$ cat config.mk
export PLATFORM = sky130hd
export DESIGN_NAME = write_back_stage_flat
export DESIGN_NICKNAME = d
export VERILOG_FILES = /design/src/rtl/write_back_stage_if.sv /design/src/rtl/write_back_stage.sv /design/src/flat_wrapper.sv
export SDC_FILE = /design/constraint.sdc
export NUM_CORES = 1
export LEC_CHECK = 0
export BUFFER_PORTS_ARGS = -buffer_cell sky130_fd_sc_hd__buf_2
export CORE_MARGIN = 3
export CORE_UTILIZATION = 55
export DETAILED_ROUTE_END_ITERATION = 10
export PLACE_DENSITY = 0.82
export SLEW_MARGIN = 15
export SYNTH_ARGS = -nofsm -noshare
export SYNTH_HDL_FRONTEND = slang
export SYNTH_SLANG_ARGS = --single-unit
$ cat constraint.sdc
create_clock -name Clk -period 20.8 [get_ports Clk]
set_clock_uncertainty 0.05 [all_clocks]
set_input_delay 4.16 -clock Clk [delete_from_list [all_inputs] [get_ports Clk]]
set_output_delay 4.16 -clock Clk [all_outputs]
set_load 0.02 [all_outputs]
$ cat src/rtl/write_back_stage_if.sv
// write_back_stage_if
//   Bundles every signal crossing the MEM -> WB boundary, except clock
//   and reset, into one interface.
//   master : the MEM side. It drives the control bits, data fields and
//            Stall/Flush, and it sees the register-file and HI/LO outputs.
//   slave  : the write-back stage. It consumes the MEM fields and drives
//            WriteData, WriteRegister_WB, RegWrite_WB, HI and LO.
interface write_back_stage_if;

  // Pipeline control
  logic        Stall;
  logic        Flush;

  // Instruction fields leaving MEM
  logic        RegWrite_MEM;
  logic        MemtoReg_MEM;
  logic        mthi_MEM;
  logic        mtlo_MEM;
  logic        mfhi_MEM;
  logic        mflo_MEM;
  logic        HiLoWrite_MEM;
  logic [31:0] ALUResult_MEM;
  logic [31:0] MemReadData_MEM;
  logic [63:0] Product_MEM;
  logic [4:0]  WriteRegister_MEM;

  // Register-file write port and architectural HI/LO
  logic [31:0] WriteData;
  logic [4:0]  WriteRegister_WB;
  logic        RegWrite_WB;
  logic [31:0] HI;
  logic [31:0] LO;

  modport master (
    output Stall, Flush,
    output RegWrite_MEM, MemtoReg_MEM, mthi_MEM, mtlo_MEM, mfhi_MEM, mflo_MEM,
    output HiLoWrite_MEM, ALUResult_MEM, MemReadData_MEM, Product_MEM,
    output WriteRegister_MEM,
    input  WriteData, WriteRegister_WB, RegWrite_WB, HI, LO
  );

  modport slave (
    input  Stall, Flush,
    input  RegWrite_MEM, MemtoReg_MEM, mthi_MEM, mtlo_MEM, mfhi_MEM, mflo_MEM,
    input  HiLoWrite_MEM, ALUResult_MEM, MemReadData_MEM, Product_MEM,
    input  WriteRegister_MEM,
    output WriteData, WriteRegister_WB, RegWrite_WB, HI, LO
  );

endinterface

$ cat src/rtl/write_back_stage.sv
// write_back_stage
//   Holds the MEM/WB pipeline register and the architectural HI/LO pair.
//   It produces the register-file write port (data, index, enable).
//   Ports:
//     Clk   : pipeline clock, rising-edge active
//     Rst   : asynchronous active-high reset; clears MEM/WB, HI and LO
//     wbBus : write_back_stage_if.slave. It carries Stall/Flush and the
//             *_MEM fields in, and WriteData, WriteRegister_WB,
//             RegWrite_WB, HI and LO out.
module write_back_stage (
  input  logic              Clk,
  input  logic              Rst,
  write_back_stage_if.slave wbBus
);

  typedef struct packed {
    logic        regWrite;
    logic        memtoReg;
    logic        mthi;
    logic        mtlo;
    logic        mfhi;
    logic        mflo;
    logic        hiLoWrite;
    logic [31:0] aluResult;
    logic [31:0] memReadData;
    logic [63:0] product;
    logic [4:0]  writeRegister;
  } memWbFields_t;

  memWbFields_t memWbQ;
  memWbFields_t memWbNext;
  memWbFields_t memFields;

  logic [31:0] hiQ;
  logic [31:0] loQ;
  logic [31:0] hiNext;
  logic [31:0] loNext;

  // Gather the MEM-side fields into one record so that the register update
  // can treat them as a single unit.
  always_comb begin
    memFields               = '0;
    memFields.regWrite      = wbBus.RegWrite_MEM;
    memFields.memtoReg      = wbBus.MemtoReg_MEM;
    memFields.mthi          = wbBus.mthi_MEM;
    memFields.mtlo          = wbBus.mtlo_MEM;
    memFields.mfhi          = wbBus.mfhi_MEM;
    memFields.mflo          = wbBus.mflo_MEM;
    memFields.hiLoWrite     = wbBus.HiLoWrite_MEM;
    memFields.aluResult     = wbBus.ALUResult_MEM;
    memFields.memReadData   = wbBus.MemReadData_MEM;
    memFields.product       = wbBus.Product_MEM;
    memFields.writeRegister = wbBus.WriteRegister_MEM;
  end

  // Next MEM/WB contents. Flush wins over Stall. A bubble is all zeros,
  // so it carries no GPR write and no HI/LO write.
  always_comb begin
    memWbNext = memWbQ;
    if (wbBus.Flush) begin
      memWbNext = '0;
    end else if (!wbBus.Stall) begin
      memWbNext = memFields;
    end
  end

  // MEM/WB register.
  always_ff @(posedge Clk or posedge Rst) begin
    if (Rst) begin
      memWbQ <= '0;
    end else begin
      memWbQ <= memWbNext;
    end
  end

  // The instruction sitting in WB commits to HI/LO at the closing edge.
  // While stalled it commits again each edge. That is harmless because the
  // write is idempotent. A full product write outranks mthi/mtlo. mthi and
  // mtlo together load both halves from the ALU result.
  always_comb begin
    hiNext = hiQ;
    loNext = loQ;
    if (memWbQ.hiLoWrite) begin
      hiNext = memWbQ.product[63:32];
      loNext = memWbQ.product[31:0];
    end else begin
      if (memWbQ.mthi) begin
        hiNext = memWbQ.aluResult;
      end
      if (memWbQ.mtlo) begin
        loNext = memWbQ.aluResult;
      end
    end
  end

  // HI/LO architectural registers.
  always_ff @(posedge Clk or posedge Rst) begin
    if (Rst) begin
      hiQ <= '0;
      loQ <= '0;
    end else begin
      hiQ <= hiNext;
      loQ <= loNext;
    end
  end

  // GPR write data. An mfhi/mflo reads the live HI/LO registers. Any
  // HI/LO producer ahead of it has already committed on the edge that
  // brought the move into WB, so no bypass path is needed.
  always_comb begin
    wbBus.WriteData = memWbQ.aluResult;
    if (memWbQ.mfhi) begin
      wbBus.WriteData = hiQ;
    end else if (memWbQ.mflo) begin
      wbBus.WriteData = loQ;
    end else if (memWbQ.memtoReg) begin
      wbBus.WriteData = memWbQ.memReadData;
    end
  end

  // Register $0 is hard-wired to zero, so writes to it are dropped here.
  always_comb begin
    wbBus.RegWrite_WB      = memWbQ.regWrite && (memWbQ.writeRegister != 5'd0);
    wbBus.WriteRegister_WB = memWbQ.writeRegister;
    wbBus.HI               = hiQ;
    wbBus.LO               = loQ;
  end

endmodule

$ cat src/flat_wrapper.sv
// flat-port wrapper written by rule: the top's interface ports become plain ports
module write_back_stage_flat 
  (Clk, Rst, wbBus_Stall, wbBus_Flush, wbBus_RegWrite_MEM, wbBus_MemtoReg_MEM, wbBus_mthi_MEM, wbBus_mtlo_MEM, wbBus_mfhi_MEM, wbBus_mflo_MEM, wbBus_HiLoWrite_MEM, wbBus_ALUResult_MEM, wbBus_MemReadData_MEM, wbBus_Product_MEM, wbBus_WriteRegister_MEM, wbBus_WriteData, wbBus_WriteRegister_WB, wbBus_RegWrite_WB, wbBus_HI, wbBus_LO);
  write_back_stage_if wbBus_i ();
  input  logic Clk;
  input  logic Rst;
  input wire logic [$bits(wbBus_i.Stall)-1:0] wbBus_Stall;
  input wire logic [$bits(wbBus_i.Flush)-1:0] wbBus_Flush;
  input wire logic [$bits(wbBus_i.RegWrite_MEM)-1:0] wbBus_RegWrite_MEM;
  input wire logic [$bits(wbBus_i.MemtoReg_MEM)-1:0] wbBus_MemtoReg_MEM;
  input wire logic [$bits(wbBus_i.mthi_MEM)-1:0] wbBus_mthi_MEM;
  input wire logic [$bits(wbBus_i.mtlo_MEM)-1:0] wbBus_mtlo_MEM;
  input wire logic [$bits(wbBus_i.mfhi_MEM)-1:0] wbBus_mfhi_MEM;
  input wire logic [$bits(wbBus_i.mflo_MEM)-1:0] wbBus_mflo_MEM;
  input wire logic [$bits(wbBus_i.HiLoWrite_MEM)-1:0] wbBus_HiLoWrite_MEM;
  input wire logic [$bits(wbBus_i.ALUResult_MEM)-1:0] wbBus_ALUResult_MEM;
  input wire logic [$bits(wbBus_i.MemReadData_MEM)-1:0] wbBus_MemReadData_MEM;
  input wire logic [$bits(wbBus_i.Product_MEM)-1:0] wbBus_Product_MEM;
  input wire logic [$bits(wbBus_i.WriteRegister_MEM)-1:0] wbBus_WriteRegister_MEM;
  output wire logic [$bits(wbBus_i.WriteData)-1:0] wbBus_WriteData;
  output wire logic [$bits(wbBus_i.WriteRegister_WB)-1:0] wbBus_WriteRegister_WB;
  output wire logic [$bits(wbBus_i.RegWrite_WB)-1:0] wbBus_RegWrite_WB;
  output wire logic [$bits(wbBus_i.HI)-1:0] wbBus_HI;
  output wire logic [$bits(wbBus_i.LO)-1:0] wbBus_LO;
  assign wbBus_i.Stall = wbBus_Stall;
  assign wbBus_i.Flush = wbBus_Flush;
  assign wbBus_i.RegWrite_MEM = wbBus_RegWrite_MEM;
  assign wbBus_i.MemtoReg_MEM = wbBus_MemtoReg_MEM;
  assign wbBus_i.mthi_MEM = wbBus_mthi_MEM;
  assign wbBus_i.mtlo_MEM = wbBus_mtlo_MEM;
  assign wbBus_i.mfhi_MEM = wbBus_mfhi_MEM;
  assign wbBus_i.mflo_MEM = wbBus_mflo_MEM;
  assign wbBus_i.HiLoWrite_MEM = wbBus_HiLoWrite_MEM;
  assign wbBus_i.ALUResult_MEM = wbBus_ALUResult_MEM;
  assign wbBus_i.MemReadData_MEM = wbBus_MemReadData_MEM;
  assign wbBus_i.Product_MEM = wbBus_Product_MEM;
  assign wbBus_i.WriteRegister_MEM = wbBus_WriteRegister_MEM;
  assign wbBus_WriteData = wbBus_i.WriteData;
  assign wbBus_WriteRegister_WB = wbBus_i.WriteRegister_WB;
  assign wbBus_RegWrite_WB = wbBus_i.RegWrite_WB;
  assign wbBus_HI = wbBus_i.HI;
  assign wbBus_LO = wbBus_i.LO;
  write_back_stage u_core (.Clk(Clk), .Rst(Rst), .wbBus(wbBus_i));
endmodule
Yosys cells after proc, flatten, opt, wreduce, memory -nomap -nowiden
Index checks and enable logic that the tools add are counted.
Storage, ports and cells
  bits of input ports: 144
  register bits after elaboration: 204
  output and inout bits: 102
  word-level logic and storage cells: 27
Operators by class
  equality and inequality tests: 1
  muxes and demuxes: 9
  reduce and logical (&&, ||, !) cells: 4
Operators with widths (count)
  2-to-1 mux 140 bit: 2
  2-to-1 mux 32 bit: 7
  nonzero test 5 bit: 1
  nonzero test 2 bit: 2
  != test 2 x 1 -> 1 bit (second input constant): 1
  logical AND 1 bit: 1

Longest topological paths before layout
  word-level depth: 3
  depth in mapped cells: 5

Worst setup path after synthesis
OpenSTA, ideal clock, no wires.
  path type: flip-flop to output port
  start: reg u_core.memWbQ[135] (netlist name)
  end: out wbBus_WriteData[0]
  slack: 15240 ps
  required time: 16590 ps
  path buffers: 2
  stages on the path, launching flop included: 4
  arrival time: 1350 ps
  path through: dfrtp_1 buf_4 buf_4 a221oi_1
On the way
  word-level cells in the longest chain between the ends: 1
Ends and longest elaborated chain
  from (decl): line write_back_stage.sv:30  | memWbFields_t memWbQ;
  from (signal assigned): line write_back_stage.sv:72  | memWbQ <= memWbNext;
  2-to-1 mux 32 bit: line write_back_stage.sv:112  | if (memWbQ.mfhi) begin
  to (decl): line flat_wrapper.sv:20  | output wire logic [$bits(wbBus_i.WriteData)-1:0] wbBus_WriteData;
No other way between the ends.

Worst setup path after layout
  start: reg u_core.memWbQ[138] (netlist name)
  end: out wbBus_WriteData[30]
On the way
  word-level cells in the longest chain between the ends: 3
Ends and longest elaborated chain
  2-to-1 mux 32 bit: line write_back_stage.sv:116  | end else if (memWbQ.memtoReg) begin
  2-to-1 mux 32 bit: line write_back_stage.sv:114  | end else if (memWbQ.mflo) begin
  2-to-1 mux 32 bit: line write_back_stage.sv:112
No other way between the ends.

==> results_dict.tcl <==
set metrics [dict create \
    syn_inst 884 \
    rr_startpoint "u_core.memWbQ[137]$_DFFE_PP0P_" \
    synth_top_family_by_area "multiplexers" \
    dp_cells 1285 \
    fmax_ghz 0.151 \
    coreArea_um2 17400 \
    grt_max_degree 130 \
    final.setup.tns_ns 0 \
    drt-vias-per-instance 5.55 \
    fin_crit_ns 6.61 \
    syn_avg_cell_area_um2 11.2 \
    run_status "completed" \
    synth_enable_flop_cells 0 \
    tritoncts "done" \
    routedWlPerCell_um 19.2 \
    nets 1230 \
    synth-seq-cells 204 \
    hold-path-endpoint "u_core.wbBus.HI[12]$_DFFE_PP0P_" \
    peakVddDrop_mv 0.0591 \
    maxSlewViolCount 0 \
    arrival_ns 2.40 \
    critPathMaxStageDelay_ns 0.67 \
    yosys.area_share.adder 0 \
    switching_power_mw 0.294 \
    insertion_delay_ns 0.49 \
    place.gp.congestion 0.825 \
    fin_ws_ns 14.19 \
    cts_made_buffers 22 \
    async_flop_share 1.00 \
    power.internal_mw 0.748 \
    path_class "flip-flop to primary output" \
    yosysTopAreaCellShare 0.517 \
    ant_nets 0 \
    power_frac_comb 0.171 \
    hold_buffers 0 \
    ctsResizeCount 0 \
    hold_class "flip-flop to flip-flop" \
    die_area_um2 19600 \
    finalWirelength_um 25500 \
    pin_count 246 \
    power_density_nw_per_um2 88.8 \
    drt_iter0_drc 375 \
    clock_power_share 0.386 \
    rsz0062_at_grt "no" \
    holdWs_ns 0.429 \
    critPathSlowestCell "dfrtp_2" \
    r2r_end "u_core.wbBus.HI[29]$_DFFE_PP0P_" \
    worst_ep_required_time_ns 16.59 \
    syn_area_um2 9880 \
    synth_warnings 0 \
    synthFlopType "dfrtp_1" \
    leakagePower_nw 5.88 \
    grt_pass1_wl_um 40900 \
    ys_types 19 \
    path_clk_slew_ns 0.06 \
    muxShareOfSynthArea 0.239 \
    max-slew-margin-rel 0.178 \
    final_cell_mix "buf_2, mux2i_1, dfrtp_1, nor2_1" \
    cp-end-kind "primary output" \
    final_common_cell "buf_2" \
    worstMarginPinSlew_ns 1.23 \
    cp_max_fo 20 \
    cts_num_sinks 204 \
    dpl.hpwl_um 15900 \
    track_usage 0.255 \
    final_util 0.674 \
    crit_chain "buf_4 > mux2i_1 > a221oi_2 > buf_2" \
    min_from "u_core.memWbQ[49]$_DFFE_PP0P_" \
    overflow 0 \
    synthXorXnorAreaFrac 0 \
    start_kind "flip-flop" \
    port_buffers 245 \
    drc 0 \
    pwr-share-seq 0.443 \
    final-instance-count-excl-fill 1328 \
    drive_gt1_frac 0.282 \
    syn2layout_area_growth_pct 18.8 \
    max_cap_violations 0 \
    reg2reg_slack_ns 19.00 \
    rows 48 \
    yosysSeqAreaShare 0.517 \
    drtPass1Iterations 5 \
    whs_path_depth 2 \
    die_h_um 140 \
    preCtsSetupSlack_ns 14.43 \
    rr_worst_depth 2 \
    netSwitchingFraction 0.282 \
    synth_top_area_cell "dfrtp_1" \
    yosys.area_share.simple 0.111 \
    synth_compound_area_frac 0.0700 \
    synth_nets 1028 \
    finalCritPeriodShare 0.318 \
    finalHoldViolCount 0 \
    dieWidth_um 140 \
    num_vias 7365 \
    grt_antenna_before_repair 2 \
    finalSetupViolations 0 \
    htreeDepth 1 \
    root_buffer "clkbuf_16" \
    postCtsSetupBuffers 0 \
    start_util 0.567 \
    synthTopCellsByArea "dfrtp_1, mux2i_1, nor2_1" \
    cts_max_path_buffers 3 \
    grt_pass1_vias 7597 \
]
==> worst max-delay path: cells and delay by family (launching register included) <==
| kind | cells | cell delay, ns |
|---|---|---|
| buffers and inverters | 2 | 0.74 |
| flip-flops | 1 | 0.67 |
| multiplexers | 1 | 0.16 |
| AO/OA/AOI/OAI | 1 | 0.33 |
==> power groups by stage <==
stage / sequential [mW] / clock (mW) / combinational (mW)
6_report: 0.461 / 0.402 / 0.178
5_1_grt: 0.465 / 0.427 / 0.195
4_1_cts: 0.463 / 0.411 / 0.176
3_5_place_dp: 0.469 / 0 / 0.175
3_3_place_gp: 0.468 / 0 / 0.171
2_1_floorplan: 0.476 / 0 / 0.106
==> worst max path at each step <==
stage / startpoint / end / slack, ns
after floorplan: Rst / u_core.memWbQ[100]$_DFFE_PP0P_ / 11.02
after global placement: wbBus_Stall / u_core.memWbQ[137]$_DFFE_PP0P_ / 14.45
after detailed placement: wbBus_Stall / u_core.memWbQ[32]$_DFFE_PP0P_ / 14.43
after CTS: u_core.memWbQ[134]$_DFFE_PP0P_ / wbBus_WriteData[18] / 14.10
after global routing: u_core.memWbQ[138]$_DFFE_PP0P_ / wbBus_WriteData[1] / 14.05
final: u_core.memWbQ[138]$_DFFE_PP0P_ / wbBus_WriteData[30] / 14.19
==> metal layers <==
metal / wire, um / vias to the layer above / track usage
met5: 13 / - / 0
met4: 483 / 2 / 0.0683
met3: 1730 / 33 / 0.0526
met2: 12300 / 236 / 0.423
met1: 10900 / 3665 / 0.346
li1: - / 3429 / -
==> area by class of cell <==
cell class	instances	area, um^2
fill	1315	5680
sequential	204	5110
multi-input combinational	584	4160
timing repair buffer	254	1350
clock buffer	34	677
tap	225	282
inverter	20	82.6
clock inverter	5	75.1
antenna	2	5.00
==> Yosys cell counts (16+ instances only) <==
master	number
dfrtp_1	204
buf_2	16
inv_1	20
nor3b_1	32
mux2i_1	236
nand2_1	64
clkbuf_1	19
o21ai_0	64
buf_6	17
nor2_1	140
buf_4	21
a221oi_2	16
==> stage by stage <==
step                      instance area, um^2  total power [mW]
final                                   11700              1.04
after global routing                    11700              1.09
after CTS                               11700              1.05
after detailed placement                10900             0.645
after global placement                  10900             0.639
after floorplan                          9880             0.582
==> cell families after synthesis <==
kind of cell           Yosys count
AND/OR/NAND/NOR                251
multiplexers                   236
flip-flops                     204
AO/OA/AOI/OAI                   97
buffers and inverters           96
==> state kept, by name, indices dropped and copies added (netlist names) <==
signal	flops
u_core.wbBus.LO	32
u_core.wbBus.HI	32
u_core.wbBus.WriteRegister_WB	5
u_core.memWbQ	135
No activity file was read; power rests on OpenSTA's default activity.
